[config.mk]
export PLATFORM = sky130hd
export DESIGN_NAME = tnew_fwd_pipe
export DESIGN_NICKNAME = d
export VERILOG_FILES = /design/src/rtl/tnew_fwd_pipe.sv
export SDC_FILE = /design/constraint.sdc
export NUM_CORES = 1
export LEC_CHECK = 0
export CAP_MARGIN = 20
export CORE_ASPECT_RATIO = 0.5
export CORE_MARGIN = 5
export CORE_UTILIZATION = 53
export CTS_BUF_LIST = sky130_fd_sc_hd__clkbuf_2 sky130_fd_sc_hd__clkbuf_4 sky130_fd_sc_hd__clkbuf_8
export DETAILED_ROUTE_END_ITERATION = 10
export PLACE_DENSITY_LB_ADDON = 0.12
export SYNTH_ARGS = -nofsm -noshare
export SYNTH_HDL_FRONTEND = slang
export SYNTH_SLANG_ARGS = --single-unit
[constraint.sdc]
create_clock -name clk -period 3.1 [get_ports clk]
set_input_delay 0.62 -clock clk [delete_from_list [all_inputs] [get_ports clk]]
set_output_delay 0.62 -clock clk [all_outputs]
set_load 0.02 [all_outputs]
[src/rtl/tnew_fwd_pipe.sv]
// Producer-side Tnew/A3/write-flag pipeline (E, M, W) for the D-stage stall unit,
// plus the combinational bypass-mux selects for the D, E and M operand reads.
module tnew_fwd_pipe #(
  parameter int AW = 5,
  parameter int TW = 2
) (
  input  logic          clk,
  input  logic          reset,
  input  logic          stall,
  input  logic [TW-1:0] tnew_d,
  input  logic [AW-1:0] a3_d,
  input  logic          w_d,
  input  logic [AW-1:0] rs_d,
  input  logic [AW-1:0] rt_d,
  output logic [TW-1:0] tnew_e,
  output logic [AW-1:0] a3_e,
  output logic          w_e,
  output logic [TW-1:0] tnew_m,
  output logic [AW-1:0] a3_m,
  output logic          w_m,
  output logic [AW-1:0] a3_w,
  output logic          w_w,
  output logic [1:0]    fwd_rs_d,
  output logic [1:0]    fwd_rt_d,
  output logic [1:0]    fwd_rs_e,
  output logic [1:0]    fwd_rt_e,
  output logic          fwd_rt_m
);

  logic [TW-1:0] tnew_e_q, tnew_e_d, tnew_m_q, tnew_m_d;
  logic [AW-1:0] a3_e_q, a3_e_d, rs_e_q, rs_e_d, rt_e_q, rt_e_d;
  logic [AW-1:0] a3_m_q, a3_m_d, rt_m_q, rt_m_d;
  logic [AW-1:0] a3_w_q, a3_w_d;
  logic          w_e_q, w_e_d, w_m_q, w_m_d, w_w_q, w_w_d;

  always_comb begin
    tnew_e_d = '0;
    a3_e_d   = '0;
    w_e_d    = 1'b0;
    rs_e_d   = '0;
    rt_e_d   = '0;
    if (!stall) begin
      tnew_e_d = tnew_d;
      a3_e_d   = a3_d;
      // $0 is hard-wired, so a write to it never produces a value worth bypassing
      w_e_d    = w_d & (a3_d != '0);
      rs_e_d   = rs_d;
      rt_e_d   = rt_d;
    end
    tnew_m_d = (tnew_e_q == '0) ? '0 : tnew_e_q - TW'(1);
    a3_m_d   = a3_e_q;
    w_m_d    = w_e_q;
    rt_m_d   = rt_e_q;
    a3_w_d   = a3_m_q;
    w_w_d    = w_m_q;
  end

  always_ff @(posedge clk) begin
    if (!reset) begin
      tnew_e_q <= '0;
      a3_e_q   <= '0;
      w_e_q    <= 1'b0;
      rs_e_q   <= '0;
      rt_e_q   <= '0;
      tnew_m_q <= '0;
      a3_m_q   <= '0;
      w_m_q    <= 1'b0;
      rt_m_q   <= '0;
      a3_w_q   <= '0;
      w_w_q    <= 1'b0;
    end else begin
      tnew_e_q <= tnew_e_d;
      a3_e_q   <= a3_e_d;
      w_e_q    <= w_e_d;
      rs_e_q   <= rs_e_d;
      rt_e_q   <= rt_e_d;
      tnew_m_q <= tnew_m_d;
      a3_m_q   <= a3_m_d;
      w_m_q    <= w_m_d;
      rt_m_q   <= rt_m_d;
      a3_w_q   <= a3_w_d;
      w_w_q    <= w_w_d;
    end
  end

  // A younger match that is not ready yet blocks older stages: the stall unit owns that case
  function automatic logic [1:0] sel_d(input logic [AW-1:0] sel);
    logic [1:0] r;
    r = 2'b00;
    if (sel != '0) begin
      if (w_e_q && (a3_e_q == sel))      r = (tnew_e_q == '0) ? 2'b01 : 2'b00;
      else if (w_m_q && (a3_m_q == sel)) r = (tnew_m_q == '0) ? 2'b10 : 2'b00;
      else if (w_w_q && (a3_w_q == sel)) r = 2'b11;
    end
    return r;
  endfunction

  function automatic logic [1:0] sel_e(input logic [AW-1:0] sel);
    logic [1:0] r;
    r = 2'b00;
    if (sel != '0) begin
      if (w_m_q && (a3_m_q == sel))      r = (tnew_m_q == '0) ? 2'b10 : 2'b00;
      else if (w_w_q && (a3_w_q == sel)) r = 2'b11;
    end
    return r;
  endfunction

  always_comb begin
    fwd_rs_d = sel_d(rs_d);
    fwd_rt_d = sel_d(rt_d);
    fwd_rs_e = sel_e(rs_e_q);
    fwd_rt_e = sel_e(rt_e_q);
    fwd_rt_m = w_w_q & (a3_w_q == rt_m_q) & (rt_m_q != '0);
  end

  assign tnew_e = tnew_e_q;
  assign a3_e   = a3_e_q;
  assign w_e    = w_e_q;
  assign tnew_m = tnew_m_q;
  assign a3_m   = a3_m_q;
  assign w_m    = w_m_q;
  assign a3_w   = a3_w_q;
  assign w_w    = w_w_q;

endmodule

==> results.md <==
* DRC Markers at 0
* Final nets at 276
* Vias per inst at 5.03
* Synth top area cells: dfxtp_1 40%, xor2_1 20%, and2_1 12%
* Core Box Area at 3400 µm²
* Post-Layout Cell Count at 306
* Area Growth Syn to Fin at 37.5%
* Asr flop ratio synth at 0
* Pins Over Slew Limit at 0
* Tot Pwr at 1.10 mW
* Width of the die at 93.4 µm
* Vias in the first global route at 1554
* Critical Path Fanout Max at 6
* CP Capture Point: fwd_rt_e[1]
* Drt first pass iters at 4
* RR Endpoint: tnew_m[0]$_SDFF_PP0_
* Synth Area in Compound Gates at 0.0299
* Ys flop type: dfxtp_1
* Final wirelength at 4580 µm
* Grt total ovfl at 0
* Outcome: complete, no violations
* Post-CTS Setup Inserts at 0
* Dpl cell area at 2410 µm²
* CTS Buffer Depth at 2
* Setup violators final at 0
* Full die area at 4830 µm²
* Flops & latches, synth at 37
* Simple-gate portion of the synthesized area at 0.256
* Crit path DAT at 2.34 ns
* Most common cell in the synthesized netlist: xor2_1
* 1st-iter DRT viols at 50
* CTS root buf: clkbuf_8
* Area leader, netlist: dfxtp_1
* Slew HR at 0.613
* Main combinational cell family by area after synthesis: XOR/XNOR gates
* Max Clock Skew at 0.00399 ns
* RSZ-0062 raised after global routing: no
* Reg-to-Reg Start: tnew_e[0]$_SDFF_PP0_
* Placed cell count at 298
* Port Buffers at 51
* Sequential-to-total area share from yosys stat at 0.402
* YS warnings at 0
* R2R depth at 4
* Register-to-register setup slack at 2.12 ns
* HP Class: reg -> reg
* Hold_buf cts at 0
* Synth top area share at 0.402
* GR Util All Layers at 0.209
* CP Launch Point: a3_m[2]$_SDFF_PN0_
* Crit path launch type: flop
* Num Clock Sinks at 37
* Final Hold Fails at 0
* Worst-margin pin slew at 0.578 ns
* Avg Inst Size Synth at 9.31 µm²
* Site row count at 15
* Max Cap Viol at 0
* Post-DP HPWL at 3380 µm
* Number of diodes at 0
* Layout cells sized above 1 at 0.0824
* Vias at 1539
* Total negative slack at 0 ns
* First-pass GRT wire length at 7620 µm
* Num CTS Buffers at 5
* Area share of fa/ha/maj cells after synthesis at 0.00679
* I/O pins at 52
* Max IR drop VDD at 0.000294 V
* Post-synth EDFFs at 0
* Largest net degree at the start of global routing at 20
* Mapped Cells at 198
* Clock Latency Late Sink at 0.28 ns
* Hold slack final at 0.450 ns
* List of most frequent post-synthesis cells: 43 x xor2_1, 37 x dfxtp_1, 34 x and2_1, 12 x nor4_1, 11 x xnor2_1
* Die height at 51.7 µm
* F_max at 338 MHz
* Post-Syn Area at 1840 µm²
* Tmin final at 2.96 ns
* Syn Nets at 220
* Post-Synth XOR/XNOR Area at 0.257
* Fin area at 2530 µm²
* Post-DRT Antenna Nets at 0
* P_leak at 1.16 nW
* CTS clk-pin slew, worst paths at 0.07 ns
* Gpl congestion at 0.846
* Starting Density at 0.543
* PwrDens at 434 nW/µm²
* CP Data Required Time at 2.48 ns
* Kind of critical path: reg -> out
* Yosys cell types at 23
* Critical Path End Type: output port
* CTS tree: yes
* H-tree levels at 2
* Ratio of final minimum period to clock period at 0.954
* Initial antenna violation count at 0
* Wirelength per Cell at 15.0 µm
* Mux share of post-synthesis cell area at 0
-- cell families after synthesis --
kind of cell    count (synthesis)
simple gates                   84
xor+xnor                       54
flops                          37
buf+inv                        14
compound gates                  8
fa+ha+maj                       1
-- through the flow --
stage,worst slack [ns],util
2_1_floorplan,0.798,-
3_3_place_gp,-0.109,0.709
3_5_place_dp,-0.164,0.709
4_1_cts,0.0727,0.745
5_1_grt,0.00279,0.746
6_report,0.143,0.746
-- where the power goes --
part           switching [mW]  internal, mW
clock                   0.161         0.271
sequential             0.0223         0.491
combinational          0.0693        0.0838
total                   0.253         0.846
-- state kept, by name (all words and copies together) (netlist names) --
signal  flops
tnew_m      2
w_w         1
a3_e        5
rt_m_q      5
w_e         1
a3_m        5
tnew_e      2
w_m         1
rt_e_q      5
rs_e_q      5
a3_w        5
-- placed cells by master, fill, tap and decap left out --
cell	n
dfxtp_1	37
o311a_1	1
o22ai_1	2
a31o_1	2
inv_1	2
nor2_1	9
and2_1	34
dlygate4sd2_1	3
nor3_1	5
ha_1	1
nor4_1	10
bufinv_16	1
or3_1	1
nand2b_1	1
nor2b_1	1
xor2_1	43
clkbuf_8	6
nand2_1	8
clkbuf_4	1
nand3_1	4
xnor2_1	11
a21oi_1	3
nor4_2	2
clkbuf_2	1
and3_1	3
buf_4	10
clkdlybuf4s50_1	47
nand4_1	6
-- per-layer routing --
layer / share of wire / GRT usage / up-vias
li1: - / - / 761
met1: 0.46 / 0.256 / 729
met2: 0.45 / 0.351 / 43
met3: 0.072 / 0.0751 / 6
met4: 0.011 / 0.0511 / 0
met5: 0 / 0 / -
-- final cells by class --
class                           instances  area, µm²
Multi-Input combinational cell        147       1020
Clock inverter                          1       30.0
Clock buffer                            7       90.1
Sequential cell                        37        741
Tap cell                               51       63.8
Fill cell                             267        863
Inverter                                2       7.51
Timing Repair Buffer                   61        577
-- timing repair --
item | 4_1_cts | 5_1_grt
gates cloned | 0 | 0
pin swaps | 0 | 0
resized for setup | 5 | 3
endpoints found under the setup margin | 4 | 2
-- worst max-delay path, cell delays in order (launching register included) --
cell             delay, ns
dfxtp_1               0.56
xor2_1                0.14
nor4_1                0.34
and3_1                0.23
nor2_1                0.06
a31o_1                0.19
clkdlybuf4s50_1       0.54
-- worst min-delay path by stage --
stage / from / end / slack (ns) / cells past startpoint
global placement: tnew_e[0]$_SDFF_PP0_ / tnew_m[0]$_SDFF_PP0_ / 0.43 / 1
detailed placement: tnew_e[0]$_SDFF_PP0_ / tnew_m[0]$_SDFF_PP0_ / 0.44 / 1
global route: tnew_e[0]$_SDFF_PP0_ / tnew_m[0]$_SDFF_PP0_ / 0.51 / 1
finish: tnew_e[0]$_SDFF_PP0_ / tnew_m[0]$_SDFF_PP0_ / 0.45 / 1
CTS: tnew_e[0]$_SDFF_PP0_ / tnew_m[0]$_SDFF_PP0_ / 0.45 / 1
floorplan: rt_e_q[2]$_SDFF_PP0_ / rt_m_q[2]$_SDFF_PN0_ / 0.50 / 1
Power figures use the tool's default switching activity.
